## src/rtl/arbitro_pkg.sv

```systemverilog
// Shared widths, request-word field offsets and FSM state encoding for the
// memory arbiter.
package arbitro_pkg;
   localparam int ADDR_W  = 24;
   localparam int DATA_W  = 64;
   localparam int PUSH_W  = 1 + ADDR_W + DATA_W;
   localparam int POP_W   = ADDR_W + DATA_W;
   localparam int RW_BIT  = 88;
   localparam int ADDR_HI = 87;
   localparam int ADDR_LO = 64;

   typedef enum logic [1:0] {
      IDLE      = 2'd0,
      ISSUE     = 2'd1,
      WAIT_RESP = 2'd2,
      FORWARD   = 2'd3
   } state_e;
endpackage

```

## src/rtl/reg_pendiente.sv

```systemverilog
// One-entry request holding register for one requester, with its Listo
// handshake and sticky overrun flag.
module reg_pendiente
   import arbitro_pkg::*;
(
   input  logic              CLK,
   input  logic              RST_N,
   input  logic              push,
   input  logic [PUSH_W-1:0] d_push,
   input  logic              clr,
   input  logic              busy,
   output logic              valid,
   output logic              listo,
   output logic              overrun,
   output logic [PUSH_W-1:0] word
);
   logic              valid_q, valid_d;
   logic              overrun_q, overrun_d;
   logic [PUSH_W-1:0] word_q, word_d;

   // busy covers a read of this port still waiting for its response
   assign listo = ~valid_q & ~busy;

   always_comb begin
      valid_d   = valid_q;
      overrun_d = overrun_q;
      word_d    = word_q;
      if (clr) valid_d = 1'b0;
      if (push && listo) begin
         valid_d = 1'b1;
         word_d  = d_push;
      end else if (push) begin
         overrun_d = 1'b1;
      end
   end

   always_ff @(posedge CLK or negedge RST_N) begin
      if (!RST_N) begin
         valid_q   <= 1'b0;
         overrun_q <= 1'b0;
         word_q    <= '0;
      end else begin
         valid_q   <= valid_d;
         overrun_q <= overrun_d;
         word_q    <= word_d;
      end
   end

   assign valid   = valid_q;
   assign overrun = overrun_q;
   assign word    = word_q;
endmodule

```

## src/rtl/arbitro_memoria.sv

```systemverilog
// Round-robin arbiter sharing one downstream Push/Pop memory channel between
// two cache controllers; read responses are routed back to the issuing port.
//
// state     | meaning
// IDLE      | no transaction in flight; grant a pending holding register
// ISSUE     | Push_Mem high for one cycle with the owner's word
// WAIT_RESP | read issued, waiting for PNDNG_Mem (bounded by TIMEOUT)
// FORWARD   | response routed to the owner until it pops
module arbitro_memoria
   import arbitro_pkg::*;
#(
   parameter int TIMEOUT = 1023
) (
   input  logic              CLK,
   input  logic              RST_N,
   input  logic              Push_0,
   input  logic [PUSH_W-1:0] D_Push_0,
   output logic              Listo_0,
   output logic              PNDNG_0,
   output logic [POP_W-1:0]  D_POP_0,
   input  logic              Pop_0,
   input  logic              Push_1,
   input  logic [PUSH_W-1:0] D_Push_1,
   output logic              Listo_1,
   output logic              PNDNG_1,
   output logic [POP_W-1:0]  D_POP_1,
   input  logic              Pop_1,
   output logic              Push_Mem,
   output logic [PUSH_W-1:0] D_Push_Mem,
   input  logic              PNDNG_Mem,
   input  logic [POP_W-1:0]  D_POP_Mem,
   output logic              Pop_Mem,
   output logic [1:0]        Overrun,
   output logic              Timeout_Err
);
   localparam int CNT_W = (TIMEOUT < 2) ? 1 : $clog2(TIMEOUT + 1);

   state_e            state_q, state_d;
   logic              owner_q, owner_d;
   logic              ptr_q, ptr_d;
   logic [CNT_W-1:0]  cnt_q, cnt_d;
   logic              push_mem_q, push_mem_d;
   logic [PUSH_W-1:0] d_push_mem_q, d_push_mem_d;
   logic              t_err_q, t_err_d;

   logic              valid_0, valid_1, clr_0, clr_1, busy_0, busy_1;
   logic [PUSH_W-1:0] word_0, word_1;
   logic              winner, outstanding, fwd_0, fwd_1, pop_mem;

   assign outstanding = (state_q == WAIT_RESP) || (state_q == FORWARD);
   assign busy_0      = outstanding & ~owner_q;
   assign busy_1      = outstanding &  owner_q;

   reg_pendiente u_reg_0 (
      .CLK(CLK), .RST_N(RST_N), .push(Push_0), .d_push(D_Push_0),
      .clr(clr_0), .busy(busy_0), .valid(valid_0), .listo(Listo_0),
      .overrun(Overrun[0]), .word(word_0)
   );

   reg_pendiente u_reg_1 (
      .CLK(CLK), .RST_N(RST_N), .push(Push_1), .d_push(D_Push_1),
      .clr(clr_1), .busy(busy_1), .valid(valid_1), .listo(Listo_1),
      .overrun(Overrun[1]), .word(word_1)
   );

   assign fwd_0   = (state_q == FORWARD) & ~owner_q;
   assign fwd_1   = (state_q == FORWARD) &  owner_q;
   assign PNDNG_0 = fwd_0 & PNDNG_Mem;
   assign PNDNG_1 = fwd_1 & PNDNG_Mem;
   assign D_POP_0 = fwd_0 ? D_POP_Mem : '0;
   assign D_POP_1 = fwd_1 ? D_POP_Mem : '0;
   assign pop_mem = PNDNG_Mem & ((fwd_0 & Pop_0) | (fwd_1 & Pop_1));
   assign Pop_Mem = pop_mem;

   always_comb begin
      state_d      = state_q;
      owner_d      = owner_q;
      ptr_d        = ptr_q;
      cnt_d        = cnt_q;
      push_mem_d   = 1'b0;
      d_push_mem_d = d_push_mem_q;
      t_err_d      = t_err_q;
      clr_0        = 1'b0;
      clr_1        = 1'b0;
      winner       = 1'b0;
      case (state_q)
         IDLE: begin
            if (valid_0 || valid_1) begin
               // on a tie the port that did not win last time goes first
               winner       = (valid_0 && valid_1) ? ~ptr_q : valid_1;
               owner_d      = winner;
               ptr_d        = winner;
               push_mem_d   = 1'b1;
               d_push_mem_d = winner ? word_1 : word_0;
               state_d      = ISSUE;
            end
         end
         ISSUE: begin
            clr_0 = ~owner_q;
            clr_1 =  owner_q;
            if (d_push_mem_q[RW_BIT]) begin
               state_d = IDLE;
            end else begin
               state_d = WAIT_RESP;
               cnt_d   = '0;
            end
         end
         WAIT_RESP: begin
            if (PNDNG_Mem) begin
               state_d = FORWARD;
            end else if (TIMEOUT != 0) begin
               cnt_d = cnt_q + 1'b1;
               if (cnt_d == CNT_W'(TIMEOUT)) begin
                  t_err_d = 1'b1;
                  state_d = IDLE;
               end
            end
         end
         FORWARD: begin
            if (pop_mem) state_d = IDLE;
         end
         default: state_d = IDLE;
      endcase
   end

   always_ff @(posedge CLK or negedge RST_N) begin
      if (!RST_N) begin
         state_q      <= IDLE;
         owner_q      <= 1'b0;
         ptr_q        <= 1'b1;
         cnt_q        <= '0;
         push_mem_q   <= 1'b0;
         d_push_mem_q <= '0;
         t_err_q      <= 1'b0;
      end else begin
         state_q      <= state_d;
         owner_q      <= owner_d;
         ptr_q        <= ptr_d;
         cnt_q        <= cnt_d;
         push_mem_q   <= push_mem_d;
         d_push_mem_q <= d_push_mem_d;
         t_err_q      <= t_err_d;
      end
   end

   assign Push_Mem    = push_mem_q;
   assign D_Push_Mem  = d_push_mem_q;
   assign Timeout_Err = t_err_q;
endmodule

```

## config.mk

```make
export PLATFORM = sky130hd
export DESIGN_NAME = arbitro_memoria
export DESIGN_NICKNAME = d
export VERILOG_FILES = /design/src/rtl/arbitro_pkg.sv /design/src/rtl/reg_pendiente.sv /design/src/rtl/arbitro_memoria.sv
export SDC_FILE = /design/constraint.sdc
export NUM_CORES = 1
export LEC_CHECK = 0
export ABC_AREA = 1
export ABC_CLOCK_PERIOD_IN_PS = 4300
export BUFFER_PORTS_ARGS = -buffer_cell sky130_fd_sc_hd__clkbuf_2
export CORE_AREA = 2 2 211 213
export CTS_BUF_LIST = sky130_fd_sc_hd__clkbuf_4 sky130_fd_sc_hd__clkbuf_8 sky130_fd_sc_hd__clkbuf_16
export CTS_CLUSTER_SIZE = 40
export DETAILED_ROUTE_END_ITERATION = 10
export DIE_AREA = 0 0 213 215
export PLACE_DENSITY = 0.65
export SLEW_MARGIN = 20
export SYNTH_ARGS = -nofsm -noshare
export SYNTH_HDL_FRONTEND = slang
export SYNTH_SLANG_ARGS = --single-unit
export TNS_END_PERCENT = 50
```

## constraint.sdc

```tcl
create_clock -name CLK -period 4.3 [get_ports CLK]
set_input_delay 0.43 -clock CLK [delete_from_list [all_inputs] [get_ports CLK]]
set_output_delay 0.43 -clock CLK [all_outputs]
set_load 0.02 [all_outputs]
```

==> impl_metrics.csv <==
group,metric,value,unit
global_route,grt_pass1_vias,11100,
route,drc,0,
worst_setup_path,start_kind,"register",
placed_design,placed_area,0.0167,mm^2
logic_synthesis,syn_area,0.0135,mm^2
timing,rsz0062_at_grt,"false",
clock_network,htreeDepth,1,
timing,fin_crit_sh,70.5,%
global_route,grt_max_degree,116,
final_layout,syn2layout_area_growth,32.1,%
outcome,status,"completed",
worst_setup_path,worstPathRequired,3.87,ns
clock_network,cts_tree,"yes",
route,ant_nets,0,
route,routed.top_layer,"met4",
timing,period_needed,3.03,ns
clock_network,cts_buffer_depth,3,
timing,slew_headroom,33.3,%
route,drtIter0Drc,567,
worst_setup_path,crit_chain,"nand2_1 > nor2_1 > inv_2 > buf_4 > nor2_1 > clkbuf_2",
logic_synthesis,ys_ff_latch,287,
final_layout,drive_gt1_share,44.1,%
logic_synthesis,synth_nets,1570,
power_and_ir_drop,power.leakage,9.81,nW
timing,worst_pin_slew,1.00,ns
route,via_count,11000,
route,wl_met2,23.4,mm
floorplan,dieHeight,215,um
power_and_ir_drop,power,14.3,mW
final_layout,final_cells,2430,
route,via_per_inst,4.54,
floorplan,start_util,31.0,%
clock_network,postCtsSetupBuffers,0,
worst_setup_path,cp.arrival,2.60,ns
logic_synthesis,synthCells,1295,
global_route,track_usage,19.0,%
worst_setup_path,cp_max_fo,55,
timing,drv_slew,0,
clock_network,cts-root-buf,"clkbuf_16",
worst_setup_path,critical-path-max-stage-delay,0.61,ns
logic_synthesis,yosysUniqueCellTypes,30,
final_layout,final_area,0.0179,mm^2
global_route,gr-total-overflow,0,
route,wl_per_cell,18.6,um
floorplan,row_count,77,
worst_setup_path,crit_top_cell,"nor2_1",
route,drt-met1-wl,17.0,mm
final_layout,nets,2084,
power_and_ir_drop,irDropWorstVdd,446,uV
placed_design,dp.cells,2368,
worst_setup_path,cpMaxStageDelayCell,"inv_2",
placed_design,hpwlAfterDp,33.4,mm
placed_design,port_buffers,546,
worst_hold_path,hp-class,"in -> reg",
logic_synthesis,synth_warnings,0,
route,wl,45.3,mm
timing,fmax,0.330,GHz
timing,final.setup_skew,0.0191,ns
worst_setup_path,endpoint_kind,"output port",
floorplan,dieArea,0.0458,mm^2
clock_network,cts.reportedPaths.clkPinSlew,0.07,ns
clock_network,clk_latency,0.58,ns
floorplan,die_x,213,um
worst_setup_path,path_class,"reg -> out",
timing,fin_tns_setup,0,ns
timing,hold_viol,0,
floorplan,pin_count,547,
timing,setup_violations,0,
logic_synthesis,syn_area_per_cell,10.5,um^2
global_route,grt_pass1_wl,66.6,mm
route,dr_wl_met3,2.85,mm
power_and_ir_drop,power_density,799,mW/mm^2
logic_synthesis,ys_seq_area_share,53.0,%
floorplan,fp.coreArea,0.0436,mm^2
final_layout,fillCellCount,4207,
placed_design,place.gp.congestion,0.932,
run,maxCapViolCount,0,
clock_network,cts_buffers,30,
route,firstDrtPassIters,5,
clock_network,clock-sinks,287,
global_route,antenna_found_initial,6,
## critical path, delay by kind of cell, from the launching register on
kind / cells / cell delay, ns
buf+inv: 3 / 1.24
flops: 1 / 0.46
simple gates: 3 / 0.28
## per-layer routing
metal	global-route usage [%]	vias to the layer above
li1	-	5178
met1	20.8	5326
met2	35.1	447
met3	3.61	86
met4	8.53	0
met5	0	-
## placed cells by master, fill, tap and decap left out, types with 2 or more instances in the layout
| cell | netlist | layout |
|---|---|---|
| clkbuf_2 | 0 | 545 |
| dfrtp_1 | 286 | 286 |
| nor2_1 | 279 | 279 |
| nand2_1 | 220 | 220 |
| mux2_4 | 178 | 178 |
| inv_1 | 111 | 111 |
| a31oi_1 | 88 | 88 |
| clkbuf_16 | 0 | 30 |
| o21ai_0 | 16 | 16 |
| nand3_1 | 11 | 11 |
| bufinv_16 | 0 | 9 |
| buf_4 | 13 | 8 |
| diode_2 | 0 | 5 |
| inv_2 | 5 | 5 |
| clkbuf_4 | 0 | 5 |
| clkinv_2 | 0 | 5 |
| nor2_2 | 4 | 4 |
| buf_12 | 0 | 4 |
| clkbuf_8 | 0 | 3 |
| nand2_8 | 0 | 2 |
| o22ai_1 | 2 | 2 |
| o21bai_1 | 2 | 2 |
| ha_1 | 2 | 2 |
## cells by family after synthesis
logic type,share of synthesized area [%]
and+or+nand+nor,14.9
DFF,53.0
buffers and inverters,6.98
muxes,19.7
AOI/OAI and AO/OA,5.01
xor gates and xnor gates,0.129
adders and majority gates,0.185
## sequential cells by signal, indices dropped and copies added, names as in the netlist
signal           count
D_Push_Mem          89
u_reg_0.word        89
u_reg_1.word        89
cnt_q               10
state_q              2
Push_Mem             1
Timeout_Err          1
owner_q              1
ptr_q                1
u_reg_0.overrun      1
u_reg_0.valid        1
u_reg_1.overrun      1
u_reg_1.valid        1
## path summary, 6_finish.rpt
kind | cells after the start | slack [ns] | endpoint | from
setup reg to reg | 6 | 1.88 | u_reg_1.word[14]$_DFFE_PN0P_ | state_q[1]$_DFFE_PN0P_
hold / removal | 2 | 0.08 | u_reg_1.word[31]$_DFFE_PN0P_ | D_Push_1[31]
setup / recovery | 6 | 1.27 | D_POP_0[81] | state_q[1]$_DFFE_PN0P_
min in group asynchronous | 2 | 0.53 | u_reg_0.word[46]$_DFFE_PN0P_ | RST_N
max in group asynchronous | 3 | 2.74 | ptr_q$_DFFE_PN1P_ | RST_N
hold reg to reg | 1 | 0.48 | u_reg_0.overrun$_DFFE_PN0P_ | u_reg_0.overrun$_DFFE_PN0P_
## where the power goes
part           internal (mW)  total (mW)  leakage [nW]  switching, mW
combinational           2.76        6.35          5.88           3.58
clock                   1.92        3.05         0.581           1.13
sequential              4.09        4.90          3.36          0.809
total                   8.77        14.3          9.81           5.52
## cell type report
type	instances	area, um^2	area share [%]
Clock inverter	18	350	1.96
Timing Repair Buffer	559	2890	16.2
Inverter	116	435	2.43
Sequential cell	287	7180	40.2
Tap cell	592	741	4.14
Clock buffer	38	830	4.64
Antenna cell	5	12.5	0.0699
Multi-Input combinational cell	815	5440	30.4
## cells in the mapped netlist (all sizes together)
library cell | number | area (um^2)
o21bai | 2 | 15.0
xnor2 | 1 | 8.76
a21oi | 1 | 5.00
a31oi | 88 | 551
dfstp | 1 | 26.3
clkbuf | 20 | 75.1
nand2 | 224 | 861
nand3 | 12 | 65.1
o22ai | 2 | 12.5
dfrtp | 286 | 7160
ha | 2 | 25.0
nor2 | 284 | 1080
o21ai | 16 | 80.1
inv | 116 | 435
xor2 | 1 | 8.76
a21o | 1 | 7.51
mux2 | 178 | 2670
buf | 57 | 435
nand4 | 1 | 6.26
o21a | 1 | 7.51
nor3 | 1 | 5.00
## repair_timing
action                                 4_1_cts  5_1_grt
endpoints found under the hold margin       86        0
resized for setup                            0        0
hold buffers                                 1        0
## stage by stage
stage | hold WS, ns | setup WS (ns) | utilization, %
6_report | 0.0818 | 1.27 | 41.0
5_1_grt | 0.0570 | 1.12 | 41.0
4_1_cts | 0.0547 | 1.28 | 41.0
3_5_place_dp | 0.467 | 1.90 | 38.2
3_3_place_gp | 0.467 | 1.95 | 38.2
2_1_floorplan | 0.134 | 2.55 | -
Power figures use the tool's default switching activity.
